<file path="config.mk">
export PLATFORM = sky130hd
export DESIGN_NAME = arrow_ctrl
export DESIGN_NICKNAME = d
export VERILOG_FILES = /design/src/rtl/arrow_ctrl.sv
export SDC_FILE = /design/constraint.sdc
export NUM_CORES = 1
export LEC_CHECK = 0
export ABC_AREA = 1
export CORE_ASPECT_RATIO = 1.1
export CORE_MARGIN = 2
export CORE_UTILIZATION = 57
export DETAILED_ROUTE_END_ITERATION = 10
export PLACE_DENSITY = 0.86
export SYNTH_ARGS = -nofsm -noshare
export SYNTH_HDL_FRONTEND = slang
export SYNTH_SLANG_ARGS = --single-unit
</file>
<file path="constraint.sdc">
create_clock -name vgaclk -period 2.5 [get_ports vgaclk]
set_input_delay 0.375 -clock vgaclk [delete_from_list [all_inputs] [get_ports vgaclk]]
set_output_delay 0.375 -clock vgaclk [all_outputs]
set_load 0.1 [all_outputs]
</file>
<file path="src/rtl/arrow_ctrl.sv">
// arrow_ctrl: button-driven arrow position with per-frame auto-repeat,
// per-pixel arrow window (isarrow) and once-per-frame overlay realign pulse.
//
// Ports:
//   vgaclk, reset            clock, synchronous active-high reset
//   pixelEN, hcount, vcount  pixel strobe and raster position
//   romEN                    active-video flag (window never leaves it)
//   btn_up/down/left/right   raw asynchronous buttons, active-high
//   isarrow                  current pixel is inside the arrow window
//   movearrow                one-cycle pulse after each frame tick
//   arrow_x, arrow_y         registered top-left corner of the arrow
`timescale 1ns/1ps

module arrow_ctrl #(
    parameter int ARROW_W     = 30,
    parameter int ARROW_H     = 30,
    parameter int H_VISIBLE   = 640,
    parameter int V_VISIBLE   = 480,
    parameter int STEP        = 2,
    parameter int HOLD_FRAMES = 15,
    parameter int X_INIT      = 305,
    parameter int Y_INIT      = 225
) (
    input  logic       vgaclk,
    input  logic       reset,
    input  logic       pixelEN,
    input  logic [9:0] hcount,
    input  logic [9:0] vcount,
    input  logic       romEN,
    input  logic       btn_up,
    input  logic       btn_down,
    input  logic       btn_left,
    input  logic       btn_right,
    output logic       isarrow,
    output logic       movearrow,
    output logic [9:0] arrow_x,
    output logic [9:0] arrow_y
);

    localparam logic [10:0] STEP11 = 11'(STEP);
    localparam logic [9:0]  STEP10 = 10'(STEP);
    localparam logic [10:0] XMAX11 = 11'(H_VISIBLE - ARROW_W);
    localparam logic [10:0] YMAX11 = 11'(V_VISIBLE - ARROW_H);
    localparam logic [10:0] AW11   = 11'(ARROW_W);
    localparam logic [10:0] AH11   = 11'(ARROW_H);
    localparam logic [4:0]  HOLD_LAST = 5'(HOLD_FRAMES - 1);

    // The FIRST move is taken on the very tick that enters it, so the
    // registered state only needs IDLE, HOLD and REPEAT.
    typedef enum logic [1:0] {
        S_IDLE,
        S_HOLD,
        S_REPEAT
    } state_t;

    state_t      state_q, state_d;
    logic [4:0]  hold_cnt_q, hold_cnt_d;
    logic [3:0]  dir_lat_q, dir_lat_d;
    logic [3:0]  btn_s1_q, btn_s1_d;
    logic [3:0]  btn_s2_q, btn_s2_d;
    logic [9:0]  x_q, x_d;
    logic [9:0]  y_q, y_d;
    logic        movearrow_q, movearrow_d;

    logic [3:0]  dir;
    logic        frame_tick;
    logic        first;
    logic        move;
    logic [10:0] x_wide, y_wide;
    logic [10:0] x_inc, y_inc;
    logic [9:0]  x_dec, y_dec;
    logic [10:0] x_end, y_end;
    logic        unused_ok;

    assign unused_ok = romEN;

    // dir = {up, down, left, right}
    assign dir        = btn_s2_q;
    assign frame_tick = pixelEN && (hcount == 10'd0)
                        && (vcount == 10'(V_VISIBLE));

    assign x_wide = {1'b0, x_q};
    assign y_wide = {1'b0, y_q};
    assign x_inc  = x_wide + STEP11;
    assign y_inc  = y_wide + STEP11;
    assign x_dec  = x_q - STEP10;
    assign y_dec  = y_q - STEP10;
    assign x_end  = x_wide + AW11;
    assign y_end  = y_wide + AH11;

    always_comb begin
        btn_s1_d    = {btn_up, btn_down, btn_left, btn_right};
        btn_s2_d    = btn_s1_q;
        state_d     = state_q;
        hold_cnt_d  = hold_cnt_q;
        dir_lat_d   = dir_lat_q;
        movearrow_d = frame_tick;
        first       = 1'b0;
        move        = 1'b0;
        x_d         = x_q;
        y_d         = y_q;

        if (frame_tick) begin
            case (state_q)
                S_IDLE: begin
                    if (dir != 4'd0) first = 1'b1;
                end
                S_HOLD: begin
                    if (dir == 4'd0) begin
                        state_d = S_IDLE;
                    end else if (dir != dir_lat_q) begin
                        first = 1'b1;
                    end else begin
                        hold_cnt_d = hold_cnt_q + 5'd1;
                        if (hold_cnt_d == HOLD_LAST) state_d = S_REPEAT;
                    end
                end
                S_REPEAT: begin
                    if (dir == 4'd0) begin
                        state_d = S_IDLE;
                    end else if (dir != dir_lat_q) begin
                        first = 1'b1;
                    end else begin
                        move = 1'b1;
                    end
                end
                default: state_d = S_IDLE;
            endcase

            if (first) begin
                move       = 1'b1;
                dir_lat_d  = dir;
                hold_cnt_d = 5'd0;
                state_d    = S_HOLD;
            end
        end

        // Opposing buttons on one axis cancel; the axes are independent.
        if (move) begin
            if (dir[3] && !dir[2]) begin
                y_d = (y_wide < STEP11) ? 10'd0 : y_dec;
            end else if (dir[2] && !dir[3]) begin
                y_d = (y_inc > YMAX11) ? YMAX11[9:0] : y_inc[9:0];
            end
            if (dir[1] && !dir[0]) begin
                x_d = (x_wide < STEP11) ? 10'd0 : x_dec;
            end else if (dir[0] && !dir[1]) begin
                x_d = (x_inc > XMAX11) ? XMAX11[9:0] : x_inc[9:0];
            end
        end
    end

    always_ff @(posedge vgaclk) begin
        if (reset) begin
            state_q     <= S_IDLE;
            hold_cnt_q  <= 5'd0;
            dir_lat_q   <= 4'd0;
            btn_s1_q    <= 4'd0;
            btn_s2_q    <= 4'd0;
            x_q         <= 10'(X_INIT);
            y_q         <= 10'(Y_INIT);
            movearrow_q <= 1'b0;
        end else begin
            state_q     <= state_d;
            hold_cnt_q  <= hold_cnt_d;
            dir_lat_q   <= dir_lat_d;
            btn_s1_q    <= btn_s1_d;
            btn_s2_q    <= btn_s2_d;
            x_q         <= x_d;
            y_q         <= y_d;
            movearrow_q <= movearrow_d;
        end
    end

    assign isarrow = ({1'b0, hcount} >= x_wide) && ({1'b0, hcount} < x_end)
                  && ({1'b0, vcount} >= y_wide) && ({1'b0, vcount} < y_end);

    assign movearrow = movearrow_q;
    assign arrow_x   = x_q;
    assign arrow_y   = y_q;

endmodule

</file>
======== After elaboration in Yosys (flattened, before gate mapping) ========
Cells that the tools add are included.
storage, ports and cells
  flip-flop bits (word level) ............. 40
  input port bits ......................... 28
  output and inout port bits .............. 22
  word-level logic and storage cells ...... 88
operators by class
  add/subtract/negate cells ............... 7
  $lt $le $gt $ge ......................... 8
  eq/ne operators ......................... 11
  mux-type cells .......................... 28
  reductions and logical operators ........ 26
operator list
  cell                                                          number
  two-way mux 10 bit                                            8
  adder 10 x 2 -> 11 bit (second input constant)                2
  adder 10 x 5 -> 11 bit (second input constant)                2
  less-than comparator 10 x 11 -> 1 bit                         2
  >= comparator 10 bit                                          2
  less-than comparator 10 x 2 -> 1 bit (second input constant)  2
  two-way mux 5 bit                                             4
  subtractor 10 x 2 -> 10 bit (second input constant)           2
  > comparator 11 x 10 -> 1 bit (second input constant)         1
  > comparator 11 x 9 -> 1 bit (second input constant)          1
  equality test 10 x 9 -> 1 bit (second input constant)         1
  zero test 10 bit                                              1
  two-way mux 2 bit                                             5
  logical AND 1 bit                                             9
  two-way mux 1 bit                                             9
  != test 4 bit (second input constant)                         2
  case mux 2 bit (3 select lines)                               1
  AND reduction 2 bit                                           3
  nonzero test 2 bit                                            3
  adder 5 x 1 -> 5 bit (second input constant)                  1
  equality test 5 x 4 -> 1 bit (second input constant)          1
  AND reduction 5 bit                                           1
  zero test 1 bit                                               4
  zero test 4 bit                                               1
  11 further kinds                                              12

======== Logic depth before layout (Yosys ltp) ========
Gate-level depths: netlist (run 1).
  word-level depth ........................ 8
  gate-level depth with buffers ........... 15
  depth with buffers taken out ............ 14

======== Worst setup path after synthesis (run 1) ========
No wires, ideal clock.
  path type ............................... register to output
  start ................................... register x_q[1] (netlist: arrow_x[1])
  end ..................................... output port isarrow
  arrival ................................. 3.896 ns
  data required time ...................... 2.125 ns
  slack ................................... -1.771 ns
  stages on the path, launching flop included .. 13
  path buffers ............................ 0
  path through ............................ dfxtp_1 -> inv_2 -> ha_1 -> nand3_1 -> xor2_1 -> ha_1 -> nand2_1 -> nor2_1 -> a211oi_1 -> nor2_1 -> nor2_1 -> nand3_1 -> nor2_1
between the ends
  longest elaborated chain between the ends .. 5
  elaborated cells between the ends (all ways) .. 6
  those cells by class .................... add/sub: 1; order compare: 2; reduce/logical: 3
RTL lines
  element                                line  source
  start, declared                        61    logic [9:0] x_q, x_d;
  start signal, assigned                 160   x_q <= 10'(X_INIT);
  adder 10 x 5 -> 11 bit                 88    assign x_end = x_wide + AW11;
  less-than comparator 10 x 11 -> 1 bit  175   assign isarrow = ({1'b0, hcount} >= x_wide) && ({1'b0, hcount} < x_end)
  logical AND 1 bit (*)                  175
  logical AND 1 bit (*) (2 in series)    176   && ({1'b0, vcount} >= y_wide) && ({1'b0, vcount} < y_end);
  end, declared                          34    output logic isarrow,
Every way passes the cells marked *; elsewhere a longest branch is shown, timed or not.

======== Worst setup path after layout (run 1) ========
Same ends and word-level chain as after synthesis.

==> results of run 1 <==
area by class of cell:
cell class,count,area share [%]
clock inverters,3,0.774
inverters,86,6.21
well taps,85,1.99
multi-input cells,528,57.7
flip-flops and latches,40,15.8
clock buffers,5,1.29
repair buffers,105,16.2
power groups by stage:
| stage | logic [mW] | registers, mW | clock network, mW |
|---|---|---|---|
| 3_3_place_gp | 0.222 | 0.650 | 0 |
| 5_1_grt | 0.266 | 0.636 | 0.560 |
| 2_1_floorplan | 0.120 | 0.650 | 0 |
| 4_1_cts | 0.232 | 0.635 | 0.537 |
| 6_report | 0.235 | 0.635 | 0.529 |
| 3_5_place_dp | 0.230 | 0.650 | 0 |
cell usage in the layout (no fill, tap or decap), types with 6 or more instances in the layout:
| cell | n |
|---|---|
| sky130_fd_sc_hd__xor2_1 | 13 |
| sky130_fd_sc_hd__o21ai_0 | 20 |
| sky130_fd_sc_hd__dfxtp_4 | 9 |
| sky130_fd_sc_hd__nand3_1 | 53 |
| sky130_fd_sc_hd__clkdlybuf4s50_1 | 26 |
| sky130_fd_sc_hd__nor2_2 | 6 |
| sky130_fd_sc_hd__inv_1 | 70 |
| sky130_fd_sc_hd__nor2_4 | 6 |
| sky130_fd_sc_hd__ha_1 | 52 |
| sky130_fd_sc_hd__nand4_1 | 11 |
| sky130_fd_sc_hd__inv_2 | 10 |
| sky130_fd_sc_hd__dfxtp_1 | 22 |
| sky130_fd_sc_hd__nand3_2 | 6 |
| sky130_fd_sc_hd__nor3_1 | 7 |
| sky130_fd_sc_hd__nor2_1 | 92 |
| sky130_fd_sc_hd__nand2_2 | 8 |
| sky130_fd_sc_hd__nand2_1 | 174 |
| sky130_fd_sc_hd__buf_4 | 78 |
| sky130_fd_sc_hd__dfxtp_2 | 9 |
| sky130_fd_sc_hd__a21oi_1 | 37 |
| sky130_fd_sc_hd__nand2_4 | 6 |
through the flow:
stage | area [um^2] | power, mW | setup TNS (ns) | utilization [%] | setup slack, ns
global route | 5340 | 1.46 | -0.413 | 75.7 | -0.413
CTS | 5250 | 1.40 | -0.344 | 74.5 | -0.344
floorplan | 4200 | 0.770 | -0.408 | - | -0.408
detailed placement | 5030 | 0.880 | -0.133 | 71.4 | -0.133
global placement | 5030 | 0.872 | -0.0730 | 71.4 | -0.0730
finish | 5340 | 1.40 | -0.292 | 75.7 | -0.292
registers in the layout, indices dropped and copies added (netlist names):
| name | cells |
|---|---|
| arrow_x | 10 |
| arrow_y | 10 |
| btn_s1_q | 4 |
| btn_s2_q | 4 |
| dir_lat_q | 4 |
| hold_cnt_q | 5 |
| movearrow | 1 |
| state_q | 2 |
tightest hold or removal path: cells and delay by family (launching register included):
kind | cells | cell delay, ns
simple gates | 1 | 0.03
flops | 1 | 0.30
buf+inv | 1 | 0.04
final timing paths:
check / endpoint / cells after the start / start
setup / recovery: isarrow / 13 / arrow_x[1]
hold / removal: btn_s2_q[1] / 2 / btn_s1_q[1]
setup reg to reg: arrow_y[0] / 11 / arrow_y[2]
hold reg to reg: btn_s2_q[1] / 2 / btn_s1_q[1]
what timing repair did:
item,in CTS,in global routing
hold buffers,0,0
gates resized for setup,18,13
buffers inserted,5,4
pin swaps,12,18
setup endpoints to repair,1,1
logic make-up after synthesis:
group | Yosys count | synth area share [%]
flops | 40 | 19.3
buf+inv | 98 | 9.37
compound gates | 75 | 10.3
simple gates | 380 | 40.7
fa+ha+maj | 54 | 16.3
xor+xnor | 19 | 4.02
layer usage:
metal  share of wire [%]  up-vias
met5                   0        -
met4                 2.0        0
met3                 6.3       33
met2                  50      184
met1                  42     2173
li1                    -     2344
==> results.txt, run 1 <==
----------------------------------------------------
[Critical path]
  Setup slack of the most critical reg-to-reg path ... 0.58 ns
  Critical Path Max Stage Delay ... 0.39 ns
  Maximum fanout along the worst path ... 6
  Count of buffering cells on the critical path with inverters included ... 2
  CP required ... 2.12 ns
  Startpoint class of the critical path ... flip-flop
  Arrival time worst endpoint ... 2.42 ns
  Max stage delay cell, worst path ... sky130_fd_sc_hd__dfxtp_4
  Critical-path cell list ... inv_4 -> ha_4 -> nand3_2 -> xor2_2 -> ha_1 -> nand2_1 -> nor2_1 -> a211oi_1 -> nor2_1 -> nor2_1 -> nand3_1 -> nor2_4 -> buf_12
  Cell repeated most along the worst path ... sky130_fd_sc_hd__nor2_1
  Type of the worst setup path ... flip-flop to output pin
  Endpoint class of the critical path ... output pin
  Cell family with most CP delay ... simple AND/OR/NAND/NOR gates

[Logic synthesis]
  Ys async rst share ... 0%
  Most frequent cells after synthesis ... sky130_fd_sc_hd__nand2_1, sky130_fd_sc_hd__nor2_1, sky130_fd_sc_hd__inv_1
  Post-synth design cell area ... 4140 um^2
  Top cells by area, synth ... sky130_fd_sc_hd__dfxtp_1, sky130_fd_sc_hd__ha_1, sky130_fd_sc_hd__nand2_1
  Mean instance size in the synthesized netlist ... 6.22 um^2
  Number of synthesized register bits ... 40
  EDFF count, synth ... 0
  Seq/Total Area, Yosys ... 19.3%
  Synth area leader ... sky130_fd_sc_hd__dfxtp_1
  Most frequently used cell type in the post-synthesis netlist ... sky130_fd_sc_hd__nand2_1
  Number of distinct standard cells referenced by the synthesized netlist ... 40
  Yosys top cell area share ... 19.3%
  Count of mapped cells out of synthesis ... 666
  Number of warnings printed during yosys synthesis ... 0
  Predominant post-synthesis flop cell ... sky130_fd_sc_hd__dfxtp_1
  Mapped Nets ... 748

[Die]
  Floorplan die height ... 93.4 um
  Initial standard-cell utilization of the core ... 58.8%
  # rows ... 32
  Top-Level Pins ... 50
  Die area ... 7960 um^2
  Die outline width ... 85.3 um
  Core Footprint ... 7050 um^2

[GRT]
  Total global-route track usage ... 29.7%
  Routing usage on met3 ... 3.27%
  Initial antenna violation count ... 0
  GR peak layer ... met2
  Fraction of met2 tracks used by global routing ... 54.0%
  Wire length of the first global-routing pass ... 19.7 mm
  Largest net degree at the start of global routing ... 22
  Number of global-route vias before repair ... 4625
  GRT met1 Usage ... 36.1%
  Final global-route overflow total ... 0

[Final layout]
  Non-filler cells in the finished layout ... 852
  Final #Nets ... 848
  Antenna diodes ... 0
  Seq. cell area ... 846 um^2
  Fill cell count ... 523
  Multi-input gate area ... 3080 um^2
  Area Growth Syn to Fin ... 28.9%
  Share of post-route cells with drive strength above 1 ... 21.6%

[Power and ir drop]
  Portion of total power attributed to sequential cells ... 45.4%
  Sw Pwr ... 0.366 mW
  Clock share of power ... 37.8%
  PD cells ... 262 nW/um^2
  Leakage power of the design ... 2.59 nW
  Switching part of the total ... 26.1%
  Maximum VDD drop ... 0.000393 V
  Internal power ... 1.03 mW
  Power share of the combinational group ... 16.8%

[Drt]
  Number of antenna-violating nets in the routed design ... 0
  Vias per cell ... 5.56
  Iteration-0 DRC count of the detailed router ... 312
  Detail-routed net length per standard cell ... 13.7 um
  Total routed wirelength ... 11.7 mm
  Detailed Routing Iterations Pass 1 ... 6
  Vias post-DR ... 4734
  Number of remaining DRC errors ... 0

[Status]
  Status ... finished, violations left
  Failing checks ... negative setup slack

[STA]
  PnR worst setup slack ... -0.292 ns
  Max Slew Vio Count ... 0
  Worst rel slew slack ... 64.0%
  Total of endpoints with negative setup slack in the final report ... 1
  Final critical-path required period ... 2.79 ns
  Hold violation total from the final report ... 0
  RSZ-0062 raised after global routing ... yes
  Max Clk Rate ... 0.358 GHz
  Ratio of final minimum period to clock period ... 112%
  Minimum hold slack ... 0.405 ns
  Clock tree skew after final layout ... 0.00975 ns
  Worst slew pin tran ... 0.537 ns

[Clock tree]
  Max Root-Sink Buffers ... 2
  Max H-tree Level ... 2
  Number of buffers created by CTS ... 5
  Clock latency of the later-clocked register in the worst-skew pair ... 0.30 ns
  Clock sink count ... 40
  TritonCTS clock tree ... yes
  CTS Root Cell ... sky130_fd_sc_hd__clkbuf_8
  CTS clk-pin slew, worst paths ... 0.08 ns

[Placement]
  Count of buffers inserted at the top-level ports ... 48
  Placed insts ... 835
  Final RePlAce weighted congestion ... 0.980
  HPWL after detailed placement ... 9.11 mm

[Worst hold path]
  Worst min-delay path category ... flip-flop to flip-flop

[Flow run]
  Max_cap viols ... 0

----------------------------------------------------
Power figures use the tool's default switching activity.
==> inputs of run 2 (changes only) <==
- GPL_TIMING_DRIVEN: not set -> 0
- MAX_ROUTING_LAYER: not set -> met4
- RECOVER_POWER: not set -> 50
==> run 2 against run 1 <==
  * The run still ends with negative setup slack left
  * Sequential share of layout area rose by 0.28 points
  * Clock-buffer cell count unchanged
  * Largest power group unchanged
  * Cell count is 2.0% lower
==> results.txt, run 2 (same netlist as run 1, synthesis figures left out) <==
----------------------------------------------------
[STA]
  Max Clk Rate ... 0.346 GHz (was 0.358 GHz)
  Worst slew pin tran ... 1.00 ns (was 0.537 ns)
  PnR worst setup slack ... -0.392 ns (was -0.292 ns)
  Worst rel slew slack ... 32.9% (was 64.0%)
  Hold violation total from the final report ... 0 (unchanged)
  Final critical-path required period ... 2.89 ns (was 2.79 ns)
  Total of endpoints with negative setup slack in the final report ... 2 (was 1)
  RSZ-0062 raised after global routing ... yes (unchanged)
  Ratio of final minimum period to clock period ... 116% (was 112%)
  Setup_tns ... -0.405 ns (was -0.292 ns)
  Max Slew Vio Count ... 0 (unchanged)
  Minimum hold slack ... 0.406 ns (was 0.405 ns)
  Clock tree skew after final layout ... 0.00501 ns (was 0.00975 ns)

[Drt]
  Vias post-DR ... 4666 (was 4734)
  Iteration-0 DRC count of the detailed router ... 387 (was 312)
  Number of antenna-violating nets in the routed design ... 0 (unchanged)
  Number of remaining DRC errors ... 0 (unchanged)
  Detail-routed net length per standard cell ... 14.2 um (was 13.7 um)
  Vias per cell ... 5.59 (was 5.56)
  Detailed Routing Iterations Pass 1 ... 5 (was 6)
  Total routed wirelength ... 11.9 mm (was 11.7 mm)

[Final layout]
  Antenna diodes ... 0 (unchanged)
  Most common cell after layout, fill and taps aside ... sky130_fd_sc_hd__nand2_1 (unchanged)
  Seq. cell area ... 846 um^2 (unchanged)
  Share of post-route cells with drive strength above 1 ... 17.3% (was 21.6%)
  Multi-input gate area ... 3080 um^2 (about the same)
  Final design utilization ... 74.4% (was 75.7%)
  Non-filler cells in the finished layout ... 835 (was 852)
  Fill cell count ... 588 (was 523)
  Commonest non-fill, non-tap cells in the layout ... sky130_fd_sc_hd__nand2_1, sky130_fd_sc_hd__nor2_1, sky130_fd_sc_hd__inv_1 (was sky130_fd_sc_hd__nand2_1, sky130_fd_sc_hd__nor2_1, sky130_fd_sc_hd__buf_4)
  Final #Nets ... 831 (was 848)
  Area Growth Syn to Fin ... 26.6% (was 28.9%)

[Worst hold path]
  Worst min-delay path category ... flip-flop to flip-flop (unchanged)
  Worst hold path cell count ... 2 (unchanged)
  Hold_sp ... btn_s1_q[2] (was btn_s1_q[1])
  Worst-case hold path end point ... btn_s2_q[2] (was btn_s2_q[1])

[Critical path]
  Setup slack of the most critical reg-to-reg path ... 0.49 ns (was 0.58 ns)
  Worst reg2reg endpoint ... arrow_y[0] (unchanged)
  Maximum fanout along the worst path ... 7 (was 6)
  Endpoint class of the critical path ... output pin (unchanged)
  Startpoint class of the critical path ... flip-flop (unchanged)
  CP required ... 2.12 ns (about the same)
  Number of cells on the worst reg-to-reg path ... 11 (unchanged)
  Type of the worst setup path ... flip-flop to output pin (unchanged)
  Critical R2R Launch ... arrow_y[1] (was arrow_y[2])
  Arrival time worst endpoint ... 2.52 ns (was 2.42 ns)
  Critical path startpoint ... arrow_y[3] (was arrow_x[1])

[Clock tree]
  CTS clk-pin slew, worst paths ... 0.08 ns (about the same)
  Clock latency of the later-clocked register in the worst-skew pair ... 0.30 ns (about the same)
  CTS Root Cell ... sky130_fd_sc_hd__clkbuf_8 (unchanged)
  TritonCTS clock tree ... yes (unchanged)
  Hold buffers post-CTS ... 0 (unchanged)
  Max Root-Sink Buffers ... 2 (unchanged)
  Number of buffers created by CTS ... 5 (unchanged)
  Max H-tree Level ... 2 (unchanged)
  Clock sink count ... 40 (unchanged)

[Die]
  Initial standard-cell utilization of the core ... 58.8% (unchanged)
  Die area ... 7960 um^2 (unchanged)
  Top-Level Pins ... 50 (unchanged)
  # rows ... 32 (unchanged)
  Floorplan die height ... 93.4 um (unchanged)
  Core Footprint ... 7050 um^2 (unchanged)
  Die outline width ... 85.3 um (unchanged)

[Power and ir drop]
  Maximum VDD drop ... 0.000383 V (was 0.000393 V)
  Overall power after layout ... 1.31 mW (was 1.40 mW)
  Leakage power of the design ... 2.47 nW (was 2.59 nW)
  PD cells ... 249 nW/um^2 (was 262 nW/um^2)

[Status]
  Status ... finished, violations left (unchanged)
  Failing checks ... negative setup slack (unchanged)

[Placement]
  Count of buffers inserted at the top-level ports ... 48 (unchanged)
  Placed insts ... 799 (was 835)
  HPWL after detailed placement ... 8.99 mm (was 9.11 mm)
  Final RePlAce weighted congestion ... 0.950 (was 0.980)

[GRT]
  Wire length of the first global-routing pass ... 18.9 mm (was 19.7 mm)
  Total global-route track usage ... 29.8% (was 29.7%)
  Largest net degree at the start of global routing ... 15 (was 22)
  Number of global-route vias before repair ... 4153 (was 4625)
  Final global-route overflow total ... 0 (unchanged)
  Initial antenna violation count ... 0 (unchanged)

[Flow run]
  Max_cap viols ... 0 (unchanged)

----------------------------------------------------
[run 2: cell types whose count changed in the layout (fill, tap and decap cells not counted), sizes merged]
cell           before  now
buf                79   37
clkdlybuf4s50      26   39
dlygate4sd3         0    8
clkbuf              5    9
bufinv              1    0
inv                83   84
[run 2: worst max path at each step]
stage	end	slack (ns)	cells past startpoint
2_1_floorplan	isarrow	-0.41	15
3_3_place_gp	isarrow	-1.20	13
3_5_place_dp	isarrow	-1.21	13
4_1_cts	isarrow	-0.42	15
5_1_grt	isarrow	-0.50	13
6_report	isarrow	-0.39	13
[run 2: layout make-up]
| cell class | count | share of cell area [%] |
|---|---|---|
| multi-input cells | 528 | 58.7 |
| flip-flops and latches | 40 | 16.1 |
| repair buffers | 79 | 13.8 |
| inverters | 86 | 6.75 |
| well taps | 85 | 2.03 |
| clock buffers | 5 | 1.31 |
| plain buffers | 9 | 0.930 |
| clock inverters | 3 | 0.382 |
[run 2: power by group]
part | internal [mW] | leakage [nW] | switching, mW
clock network | 0.199 | 0.0489 | 0.245
logic | 0.0946 | 2.09 | 0.134
registers | 0.632 | 0.330 | 0.00314
[run 2: stage by stage]
stage	area, um^2	worst slack, ns
finish	5250	-0.392
global route	5250	-0.503
CTS	5080	-0.417
detailed placement	4790	-1.21
global placement	4790	-1.20
floorplan	4200	-0.408
[run 2: layer usage]
layer / global-route usage [%] / vias to the layer above / part of all wire, %
li1: - / 2326 / -
met1: 38.3 / 2145 / 44
met2: 50.3 / 177 / 49
met3: 2.74 / 18 / 5.9
met4: 8.20 / 0 / 1.5
met5: - / - / 0
[run 2: what timing repair did]
action                                  4_1_cts  5_1_grt
buffers inserted                             16       15
pin swaps                                    16       18
endpoints found under the setup margin        1        1
resized for setup                            33       24
[run 2: critical path, cell delays in order (launching register included)]
cell and delay (ns):
sky130_fd_sc_hd__dfxtp_4 0.39, sky130_fd_sc_hd__nor2_4 0.14, sky130_fd_sc_hd__nand3_4 0.11, sky130_fd_sc_hd__nand2_2 0.08, sky130_fd_sc_hd__xor2_1 0.16, sky130_fd_sc_hd__ha_1 0.29, sky130_fd_sc_hd__nand2_2 0.09, sky130_fd_sc_hd__nor2_2 0.04
sky130_fd_sc_hd__a211oi_2 0.21, sky130_fd_sc_hd__nor2_1 0.06, sky130_fd_sc_hd__nor2_1 0.14, sky130_fd_sc_hd__nand3_2 0.15, sky130_fd_sc_hd__nor2_4 0.17, sky130_fd_sc_hd__buf_12 0.18
==> inputs of run 3 (changes only) <==
- CTS_CLUSTER_DIAMETER: not set -> 40
- TNS_END_PERCENT: not set -> 20
==> results of run 3 <==
No change in the layout: final DEF, timing and power equal those of run 2.
